<file path="src/rtl/led_seq_ctrl_if.sv">
// Configuration write channel for led_seq_ctrl: valid/ready handshake carrying one table entry.
interface led_seq_ctrl_if #(
  parameter int unsigned NSTEP = 4
);
  localparam int unsigned IW = $clog2(NSTEP);

  logic          cfg_valid_i;
  logic          cfg_ready_o;
  logic [IW-1:0] cfg_idx_i;
  logic [4:0]    cfg_div_i;
  logic [7:0]    cfg_hold_i;

  modport master (
    output cfg_valid_i, cfg_idx_i, cfg_div_i, cfg_hold_i,
    input  cfg_ready_o
  );

  modport slave (
    input  cfg_valid_i, cfg_idx_i, cfg_div_i, cfg_hold_i,
    output cfg_ready_o
  );
endinterface

</file>
<file path="src/rtl/led_seq_ctrl.sv">
// Steps an LED blink counter through a table of {divisor, dwell} entries, advancing
// after a programmed number of LED toggles and restarting the counter on each step.
module led_seq_ctrl #(
  parameter int unsigned NSTEP = 4
) (
  input  logic                     clk100,
  input  logic                     rstn,
  input  logic                     en_i,
  input  logic                     led_i,
  led_seq_ctrl_if.slave            cfg,
  output logic [4:0]               div_o,
  output logic                     wren_o,
  output logic [$clog2(NSTEP)-1:0] step_o,
  output logic                     wrap_o
);
  localparam int unsigned IW = $clog2(NSTEP);

  typedef enum logic [1:0] {IDLE, LOAD, RUN, ADVANCE} state_e;

  state_e        state_q, state_d;
  logic [4:0]    tbl_div_q  [NSTEP];
  logic [4:0]    tbl_div_d  [NSTEP];
  logic [7:0]    tbl_hold_q [NSTEP];
  logic [7:0]    tbl_hold_d [NSTEP];
  logic [7:0]    hold_cur_q, hold_cur_d;
  logic [7:0]    tcnt_q, tcnt_d;
  logic [1:0]    mask_q, mask_d;
  logic          led_q, led_d;
  logic [4:0]    div_q, div_d;
  logic          wren_q, wren_d;
  logic          wrap_q, wrap_d;
  logic [IW-1:0] step_q, step_d;
  logic          ready_q, ready_d;

  logic          wr_en;
  logic          tog_cnt;
  logic          match;
  logic          last_step;
  logic [IW-1:0] step_nxt;

  // Next-state, table update and output computation
  always_comb begin
    tbl_div_d  = tbl_div_q;
    tbl_hold_d = tbl_hold_q;
    state_d    = state_q;
    hold_cur_d = hold_cur_q;
    div_d      = div_q;
    step_d     = step_q;
    wren_d     = 1'b0;
    wrap_d     = 1'b0;
    led_d      = led_i;

    wr_en = cfg.cfg_valid_i && ready_q && (32'(cfg.cfg_idx_i) < NSTEP);
    if (wr_en) begin
      tbl_div_d[cfg.cfg_idx_i]  = cfg.cfg_div_i;
      tbl_hold_d[cfg.cfg_idx_i] = cfg.cfg_hold_i;
    end

    // The counter's own restart toggle lands inside the mask window
    tog_cnt   = (state_q == RUN) && (mask_q == 2'd0) && (led_i ^ led_q);
    match     = tog_cnt && ((tcnt_q + 8'd1) == hold_cur_q);
    tcnt_d    = tog_cnt ? tcnt_q + 8'd1 : tcnt_q;
    mask_d    = (mask_q != 2'd0) ? mask_q - 2'd1 : 2'd0;
    last_step = (step_q == IW'(NSTEP - 1));
    step_nxt  = last_step ? '0 : step_q + IW'(1);

    if (!en_i) begin
      state_d = IDLE;
      step_d  = '0;
      div_d   = tbl_div_q[0];
      tcnt_d  = 8'd0;
    end else begin
      unique case (state_q)
        IDLE: state_d = LOAD;
        LOAD: begin
          state_d    = RUN;
          step_d     = '0;
          div_d      = tbl_div_q[0];
          hold_cur_d = tbl_hold_q[0];
          wren_d     = 1'b1;
          tcnt_d     = 8'd0;
          mask_d     = 2'd3;
        end
        RUN: if (match) state_d = ADVANCE;
        ADVANCE: begin
          state_d    = RUN;
          step_d     = step_nxt;
          div_d      = tbl_div_q[step_nxt];
          hold_cur_d = tbl_hold_q[step_nxt];
          wren_d     = 1'b1;
          wrap_d     = last_step;
          tcnt_d     = 8'd0;
          mask_d     = 2'd3;
        end
        default: state_d = IDLE;
      endcase
    end

    ready_d = (state_d == IDLE) || (state_d == RUN);
  end

  always_ff @(posedge clk100 or negedge rstn) begin
    if (!rstn) begin
      state_q    <= IDLE;
      hold_cur_q <= 8'd4;
      tcnt_q     <= 8'd0;
      mask_q     <= 2'd0;
      led_q      <= 1'b0;
      div_q      <= 5'h01;
      wren_q     <= 1'b0;
      wrap_q     <= 1'b0;
      step_q     <= '0;
      ready_q    <= 1'b1;
      for (int i = 0; i < NSTEP; i++) begin
        tbl_div_q[i]  <= 5'(32'd1 << (i % 5));
        tbl_hold_q[i] <= 8'd4;
      end
    end else begin
      state_q    <= state_d;
      hold_cur_q <= hold_cur_d;
      tcnt_q     <= tcnt_d;
      mask_q     <= mask_d;
      led_q      <= led_d;
      div_q      <= div_d;
      wren_q     <= wren_d;
      wrap_q     <= wrap_d;
      step_q     <= step_d;
      ready_q    <= ready_d;
      tbl_div_q  <= tbl_div_d;
      tbl_hold_q <= tbl_hold_d;
    end
  end

  assign cfg.cfg_ready_o = ready_q;
  assign div_o           = div_q;
  assign wren_o          = wren_q;
  assign wrap_o          = wrap_q;
  assign step_o          = step_q;
endmodule
</file>
<file path="src/flat_wrapper.sv">
// flat-port wrapper written by rule: the top's interface ports become plain ports
module led_seq_ctrl_flat 
#(
  parameter int unsigned NSTEP = 4
)
  (clk100, rstn, en_i, led_i, div_o, wren_o, step_o, wrap_o, cfg_cfg_valid_i, cfg_cfg_idx_i, cfg_cfg_div_i, cfg_cfg_hold_i, cfg_cfg_ready_o);
  led_seq_ctrl_if #(.NSTEP(NSTEP)) cfg_i ();
  input  logic clk100;
  input  logic rstn;
  input  logic en_i;
  input  logic led_i;
  output logic [4:0] div_o;
  output logic wren_o;
  output logic [$clog2(NSTEP)-1:0] step_o;
  output logic wrap_o;
  input wire logic [$bits(cfg_i.cfg_valid_i)-1:0] cfg_cfg_valid_i;
  input wire logic [$bits(cfg_i.cfg_idx_i)-1:0] cfg_cfg_idx_i;
  input wire logic [$bits(cfg_i.cfg_div_i)-1:0] cfg_cfg_div_i;
  input wire logic [$bits(cfg_i.cfg_hold_i)-1:0] cfg_cfg_hold_i;
  output wire logic [$bits(cfg_i.cfg_ready_o)-1:0] cfg_cfg_ready_o;
  assign cfg_i.cfg_valid_i = cfg_cfg_valid_i;
  assign cfg_i.cfg_idx_i = cfg_cfg_idx_i;
  assign cfg_i.cfg_div_i = cfg_cfg_div_i;
  assign cfg_i.cfg_hold_i = cfg_cfg_hold_i;
  assign cfg_cfg_ready_o = cfg_i.cfg_ready_o;
  led_seq_ctrl #(.NSTEP(NSTEP)) u_core (.clk100(clk100), .rstn(rstn), .en_i(en_i), .led_i(led_i), .cfg(cfg_i), .div_o(div_o), .wren_o(wren_o), .step_o(step_o), .wrap_o(wrap_o));
endmodule
</file>
<file path="config.mk">
export PLATFORM = sky130hd
export DESIGN_NAME = led_seq_ctrl_flat
export DESIGN_NICKNAME = d
export VERILOG_FILES = /design/src/rtl/led_seq_ctrl_if.sv /design/src/rtl/led_seq_ctrl.sv /design/src/flat_wrapper.sv
export SDC_FILE = /design/constraint.sdc
export NUM_CORES = 1
export LEC_CHECK = 0
export ABC_AREA = 0
export CORE_ASPECT_RATIO = 1.4
export CORE_UTILIZATION = 65
export CTS_BUF_LIST = sky130_fd_sc_hd__clkbuf_8
export CTS_CLUSTER_DIAMETER = 100
export DETAILED_ROUTE_END_ITERATION = 7
export PLACE_DENSITY = 0.88
export SKIP_LAST_GASP = 1
export SYNTH_ARGS = -nofsm -noshare
export SYNTH_HDL_FRONTEND = slang
export SYNTH_SLANG_ARGS = --single-unit
</file>
<file path="constraint.sdc">
create_clock -name clk100 -period 3.5 [get_ports clk100]
set_input_delay 0.35 -clock clk100 [delete_from_list [all_inputs] [get_ports clk100]]
set_output_delay 0.35 -clock clk100 [all_outputs]
set_load 0.01 [all_outputs]
</file>
==> summary.txt, run 1 <==
Outcome
  • Outcome: complete, no violations

Routing
  • Vias/cell: 6.05
  • WL/cell: between 15 and 20 um
  • DRC viols: 0
  • Total number of vias: roughly 2,300
  • WL final: a little over 7 mm
  • DRT iter0 DRCs: about 190
  • 1st-pass router iterations: 4
  • Post-DRT Antenna Nets: 0

Power
  • Power share of the clock group: between 20% and 30%
  • Switching portion of total power: about 26%
  • Power density of the placed cells: between 500 and 600 nW/um^2
  • Internal power: about 1.9 mW
  • P_sw: 0.669 mW
  • Reg power frac: 50.8%
  • Logic pwr share: 19.7%
  • Max VDD drop: between 0.0003 and 0.0004 V
  • Leakage: approximately 1.8 nW

Synth
  • Top FF cell, synth: dfrtp_1
  • Yosys warning total: 0
  • Gate Count Post-Synth: ~290
  • Post-Synthesis Cell Area: ~3800 sq um
  • Syn nets: approximately 310
  • Sequential element share of the synthesized area: a little over half
  • Synth async-reset ratio: 100%
  • Mean Syn Cell Area: about 13 sq um
  • EDFF count, synth: 0
  • Register bit count reported by yosys: between 80 and 90
  • Unique masters post-synth: 35

Setup path
  • Arr. time, crit path: around 2.5 ns
  • Top Family by Delay on Critical Path: adder cells
  • Crit start category: flop
  • Crit Path Category: flop to flop
  • CP Max Fanout: 14
  • Crit path largest cell delay: approximately 0.87 ns
  • Slowest cell on crit path: ha_1
  • Req. time, crit path: ~3.7 ns
  • Reg2Reg Setup Slack: approximately 1.2 ns
  • Crit-path cells: ha_1 -> mux4_2 -> mux2i_1 -> a21oi_1
  • Worst path bufs/invs: 0
  • Crit end category: flop

Cells and area
  • Final Util: about four fifths
  • Filler cell count: around 340
  • Antenna diodes: 0
  • Net count, final: 336
  • P&R area growth vs syn: 14.3%
  • Non-Filler Instances: approximately 390
  • Share of cells above drive strength 1: 31.3%

Die
  • Initial core utilization: 68.5%
  • Die area: between 6000 and 7000 sq um
  • Die Wd: 67.0 um
  • I/O pin total: 30
  • Row count: 32
  • Die H: 93.0 um
  • Total core area: 5610 sq um

Timing
  • Final Hold Slack: 0.139 ns
  • RSZ-0062 raised after global routing: false
  • Sum of negative setup slack: 0 ns
  • Tcrit/Tclk final: 65.4%
  • F_max: 437 MHz
  • Relative slew slack: approximately a third
  • Tmin final: between 2 and 2.5 ns
  • Clock Skew: between 0.008 and 0.009 ns
  • Final setup fails: 0
  • Worst slew pin tran: 1.00 ns
  • Slew Limit Fails: 0
  • Fin. Hold Viols: 0

Flow run
  • Total of max-cap violations: 0

Global routing
  • First-pass GRT wire length: between 10 and 15 mm
  • Largest net degree at the start of global routing: 84
  • GRT Resource Usage Total: a little over a quarter
  • Number of global-route vias before repair: ~2,400
  • Total gr overflow: 0
  • Initial antenna violation count: 0

Clock network
  • CTS root buffer: clkbuf_8
  • Setup bufs post-CTS: 0
  • CTS Sinks: 83
  • Reg clk slew, reported paths: around 0.080 ns
  • CTS max path bufs: 2
  • CTS Buf Count: 9
  • Hold_buf cts: 0
  • Post-CTS Resized: 0
  • CTS tree: built
  • Clk Latency, worst-skew pair: 0.35 ns
  • H-tree depth reported by CTS: 3

Worst hold path
  • Hold Crit Class: input pin to async pin

Place
  • Post-Place Cells: approximately 370
  • RePlAce Congestion: around 0.78
  • IO Port Bufs: 29
  • Hpwl dp: 4.67 mm
cells in the mapped netlist (2+ instances only):
library cell	number	area (sq um)
a21boi_0	2	15.0
nor2_1	21	78.8
buf_2	10	50.1
xnor2_1	12	105
mux2i_1	10	100
inv_1	3	11.3
and3_1	2	12.5
dfrtp_1	72	1800
a21oi_1	13	65.1
clkbuf_1	6	22.5
a21o_1	3	22.5
nand3_1	6	30.0
dfstp_2	11	289
mux2_2	52	586
nand2b_1	5	31.3
a22oi_1	2	15.0
ha_1	2	25.0
nand2_1	10	37.5
o22ai_1	6	37.5
xor2_1	7	61.3
mux4_2	13	293
nand4_1	5	31.3
nor2b_1	2	12.5
cell type report:
| type | instances | area (sq um) | area share, % |
|---|---|---|---|
| clock buffers | 10 | 138 | 3.13 |
| multi-input cells | 184 | 1660 | 37.8 |
| well taps | 68 | 85.1 | 1.94 |
| clock inverters | 6 | 88.8 | 2.02 |
| inverters | 3 | 11.3 | 0.256 |
| repair buffers | 33 | 318 | 7.24 |
| flip-flops and latches | 83 | 2090 | 47.6 |
path summary, 6_finish.rpt:
path | start | end | cells after the start
max | u_core.step_o[0]$_DFFE_PN0P_ | u_core.hold_cur_q[1]$_DFFE_PN0P_ | 4
min | rstn | u_core.tcnt_q[2]$_DFFE_PN0P_ | 1
max reg2reg | u_core.step_o[0]$_DFFE_PN0P_ | u_core.hold_cur_q[1]$_DFFE_PN0P_ | 4
min reg2reg | u_core.mask_q[0]$_DFF_PN0_ | u_core.mask_q[1]$_DFF_PN0_ | 1
max in group asynchronous | rstn | u_core.tbl_div_q[12]$_DFFE_PN0P_ | 1
min in group clk100 | u_core.mask_q[0]$_DFF_PN0_ | u_core.mask_q[1]$_DFF_PN0_ | 1
state kept, by name, summed over array words and instances (netlist names):
| name | count |
|---|---|
| u_core.cfg.cfg_ready_o | 1 |
| u_core.div_o | 5 |
| u_core.hold_cur_q | 8 |
| u_core.led_q | 1 |
| u_core.mask_q | 2 |
| u_core.state_q | 2 |
| u_core.step_o | 2 |
| u_core.tbl_div_q | 20 |
| u_core.tbl_hold_q | 32 |
| u_core.tcnt_q | 8 |
| u_core.wrap_o | 1 |
| u_core.wren_o | 1 |
worst reg2reg max path, delay by kind of cell (launching register included):
family / cells / cell delay, ns
compound gates: 1 / 0.09
flops: 1 / 0.42
mux: 2 / 0.80
fa+ha+maj: 1 / 0.87
through the flow:
step,setup slack [ns],instance area (sq um),total power [mW]
finish,1.21,4390,2.58
global route,1.01,4390,2.72
CTS,1.18,4390,2.59
detailed placement,1.19,4170,1.84
global placement,1.25,4170,1.80
floorplan,1.63,3840,1.67
cell families after synthesis:
logic type               count (synthesis)  share of synthesized area [%]
AND/OR/NAND/NOR                         58                           7.33
multiplexers                            75                           25.5
adder cells (fa/ha/maj)                  2                          0.651
flip-flops                              83                           54.4
buffers and inverters                   20                           2.48
XOR/XNOR                                19                           4.33
AO/OA/AOI/OAI                           30                           5.31
power groups by stage:
stage	Sequential (mW)	Combinational (mW)	Clock, mW
6_report	1.31	0.509	0.762
5_1_grt	1.34	0.559	0.818
3_3_place_gp	1.32	0.488	0
4_1_cts	1.31	0.515	0.769
3_5_place_dp	1.33	0.513	0
2_1_floorplan	1.29	0.373	0
cell usage in the layout, fill, tap and decap left out, types with 5 or more instances in the layout:
cell type	Yosys	routed
nor2_1	21	21
buf_4	0	5
o22ai_1	6	6
mux4_2	13	13
nand2b_1	5	5
mux2_2	52	52
nand4_1	5	5
mux2i_1	10	10
xor2_1	7	7
nand2_1	10	10
dfrtp_1	72	72
clkbuf_8	0	10
nand3_1	6	6
clkdlybuf4s50_1	0	28
a21oi_1	13	13
xnor2_1	12	12
dfstp_2	11	11
metal layers:
| layer | up-vias | GRT usage (%) | routed length, um |
|---|---|---|---|
| li1 | 1080 | - | - |
| met1 | 1212 | 34.9 | 3130 |
| met2 | 45 | 43.9 | 3730 |
| met3 | 6 | 6.03 | 223 |
| met4 | 0 | 8.69 | 67 |
| met5 | - | 0 | 0 |
Note: power is estimated with default switching activity, not from simulation.
==> inputs of run 2 (changes only) <==
--- a/config.mk
+++ b/config.mk
@@ -7,11 +7,11 @@
 export LEC_CHECK = 0
 export ABC_AREA = 0
 export CORE_ASPECT_RATIO = 1.4
-export CORE_UTILIZATION = 65
+export CORE_UTILIZATION = 54
 export CTS_BUF_LIST = sky130_fd_sc_hd__clkbuf_8
 export CTS_CLUSTER_DIAMETER = 100
 export DETAILED_ROUTE_END_ITERATION = 7
-export PLACE_DENSITY = 0.88
+export PLACE_DENSITY = 0.78
 export SKIP_LAST_GASP = 1
 export SYNTH_ARGS = -nofsm -noshare
 export SYNTH_HDL_FRONTEND = slang
==> constraint.sdc (replaced) <==
create_clock -name clk100 -period 1.9 [get_ports clk100]
set_input_delay 0.19 -clock clk100 [delete_from_list [all_inputs] [get_ports clk100]]
set_output_delay 0.19 -clock clk100 [all_outputs]
set_load 0.01 [all_outputs]
==> run 2 against run 1 <==
  * Sequential power increased by 85%
  * Final area increased by 4.8%
  * Clock skew decreased by 0.0020 ns
  * Via count increased by 2.9%
  * Setup slack got worse by 1.1 ns
  * Critical endpoint is now u_core.hold_cur_q[6]$_DFFE_PN0P_
  * Largest power group unchanged
  * Wire length increased by 1.7%
  * Die area increased by 20%
  * Critical path type unchanged
  * Combinational power increased by 95%
  * Critical path depth increased by 1
  * Sequential cell count unchanged
  * Clock-buffer cell count unchanged
  * Global-route usage decreased by 4.5 points
==> summary.txt, run 2 (synthesis gave the netlist of run 1 again) <==
Outcome
  • Outcome: complete, no violations

Place
  • RePlAce Congestion: ~0.85
  • IO Port Bufs: 29
  • Post-placement cell area: 4360 sq um
  • Hpwl dp: 4.99 mm

Setup path
  • Crit end category: flop
  • Worst path bufs/invs: 1
  • Crit. Startpoint: u_core.step_o[1]$_DFFE_PN0P_
  • Reg2Reg Launch Point: u_core.step_o[1]$_DFFE_PN0P_
  • CP Max Fanout: 9
  • Top Family by Delay on Critical Path: multiplexers
  • Crit start category: flop
  • Req. time, crit path: ~2.1 ns
  • Arr. time, crit path: just over 2 ns
  • Crit path largest cell delay: roughly 0.5 ns
  • Slowest cell on crit path: mux4_2
  • Crit Path Category: flop to flop
  • Crit-path cells: ha_1 -> buf_12 -> mux4_2 -> mux2i_1 -> a21oi_1

Global routing
  • Total gr overflow: 0
  • Number of global-route vias before repair: 2,548
  • GRT Resource Usage Total: between 20% and 30%
  • Largest net degree at the start of global routing: between 50 and 60
  • Initial antenna violation count: 0
  • First-pass GRT wire length: about 12 mm

Die
  • Row count: 36
  • Die Wd: 73.3 um
  • Initial core utilization: 55.4%
  • I/O pin total: 30
  • Die area: around 7500 sq um
  • Die H: 102 um
  • Total core area: about 6900 sq um

Cells and area
  • Final Util: approximately two thirds
  • Biggest register: u_core.tbl_hold_q
  • P&R area growth vs syn: 19.8%
  • Max reg flops: 32
  • Design Area, Final: approximately 4600 sq um
  • Share of cells above drive strength 1: 33.9%
  • Most frequent cells in the layout: dfrtp_1 (72), mux2_2 (52), clkdlybuf4s50_1 (28), nor2_1 (21)
  • Largest registers: u_core.tbl_hold_q (32), u_core.tbl_div_q (20)
  • Antenna diodes: 0
  • Most common cell after layout, fill and taps aside: dfrtp_1
  • Net count, final: 350

Routing
  • DRT iter0 DRCs: slightly below 80
  • Post-DRT Antenna Nets: 0
  • 1st-pass router iterations: 4
  • Total number of vias: 2,412
  • WL final: slightly above 7 mm
  • DRC viols: 0
  • WL/cell: around 17 um
  • Vias/cell: roughly 5.6

Timing
  • Slew Limit Fails: 0
  • Relative slew slack: between 70 and 80%
  • Final setup fails: 0
  • F_max: about 560 MHz
  • Tmin final: about 1.8 ns
  • Clock Skew: 0.00630 ns
  • Sum of negative setup slack: 0 ns
  • Tcrit/Tclk final: ~94%
  • RSZ-0062 raised after global routing: false
  • Worst slew pin tran: 0.410 ns
  • Final Hold Slack: between 0.3 and 0.4 ns
  • Fin. Hold Viols: 0

Clock network
  • CTS root buffer: clkbuf_8
  • CTS max path bufs: 2
  • CTS tree: built
  • Post-CTS Resized: 0
  • Reg clk slew, reported paths: about 0.08 ns
  • Clk Latency, worst-skew pair: roughly 0.35 ns
  • CTS Buf Count: 9
  • H-tree depth reported by CTS: 3
  • CTS Sinks: between 80 and 90
  • Setup bufs post-CTS: 0

Power
  • Design Power: ~4.8 mW
  • Max VDD drop: ~0.00072 V
  • Leakage: ~1.9 nW
  • Power density of the placed cells: roughly 1100 nW/um^2

Worst hold path
  • Hold Crit Class: input pin to async pin

Flow run
  • Total of max-cap violations: 0
==> run 2: cell types whose count changed in the layout (fill, tap and decap cells not counted) <==
cell,change
buf_4,+8
buf_12,+5
clkinv_2,-1
clkinvlp_4,-1
dlygate4sd3_1,+1
inv_6,+1
inv_8,+1
==> run 2: metal layers <==
metal / up-vias / wire length [um] / track usage (%)
li1: 1118 / - / -
met1: 1242 / 3130 / 28.0
met2: 44 / 3830 / 38.2
met3: 8 / 202 / 2.79
met4: 0 / 106 / 9.95
met5: - / 0 / 0
==> run 2: power breakdown <==
| group | switching (mW) | leakage, nW | internal [mW] |
|---|---|---|---|
| Sequential | 0.236 | 0.995 | 2.18 |
| Clock | 0.637 | 0.115 | 0.792 |
| Combinational | 0.392 | 0.794 | 0.600 |
==> run 2: cell type report <==
cell class                 count  area (sq um)
fill                         526          2330
sequential                    83          2090
multi-input combinational    184          1660
timing repair buffer          47           488
clock buffer                  10           138
tap                           95           119
clock inverter                 6          96.3
inverter                       3          11.3
==> run 2: per-stage QoR <==
stage,instances,worst slack (ns)
after floorplan,287,0.0255
after global placement,411,0.174
after detailed placement,411,0.134
after CTS,428,0.0914
after global routing,428,0.0118
final,428,0.108
==> run 2: worst reg2reg max path: stages, from the launching register on <==
cell,delay [ns]
dfrtp_1,0.41
ha_1,0.34
buf_12,0.16
mux4_2,0.51
mux2i_1,0.17
a21oi_1,0.10
==> run 2: final timing paths <==
check / slack [ns] / cells after the start / end
worst max-delay path: 0.11 / 5 / u_core.hold_cur_q[6]$_DFFE_PN0P_
worst min-delay path: 0.31 / 2 / u_core.wren_o$_DFF_PN0_
worst max register to register: 0.11 / 5 / u_core.hold_cur_q[6]$_DFFE_PN0P_
max in group asynchronous: 0.93 / 3 / u_core.tbl_div_q[3]$_DFFE_PN1P_
worst min register to register: 0.49 / 1 / u_core.mask_q[1]$_DFF_PN0_
min in group clk100: 0.34 / 1 / u_core.led_q$_DFF_PN0_
==> run 2: timing repair <==
| item | CTS | global route |
|---|---|---|
| endpoints found under the hold margin | 24 | 0 |
| hold buffers | 1 | 0 |
| setup endpoints to repair | 0 | 0 |
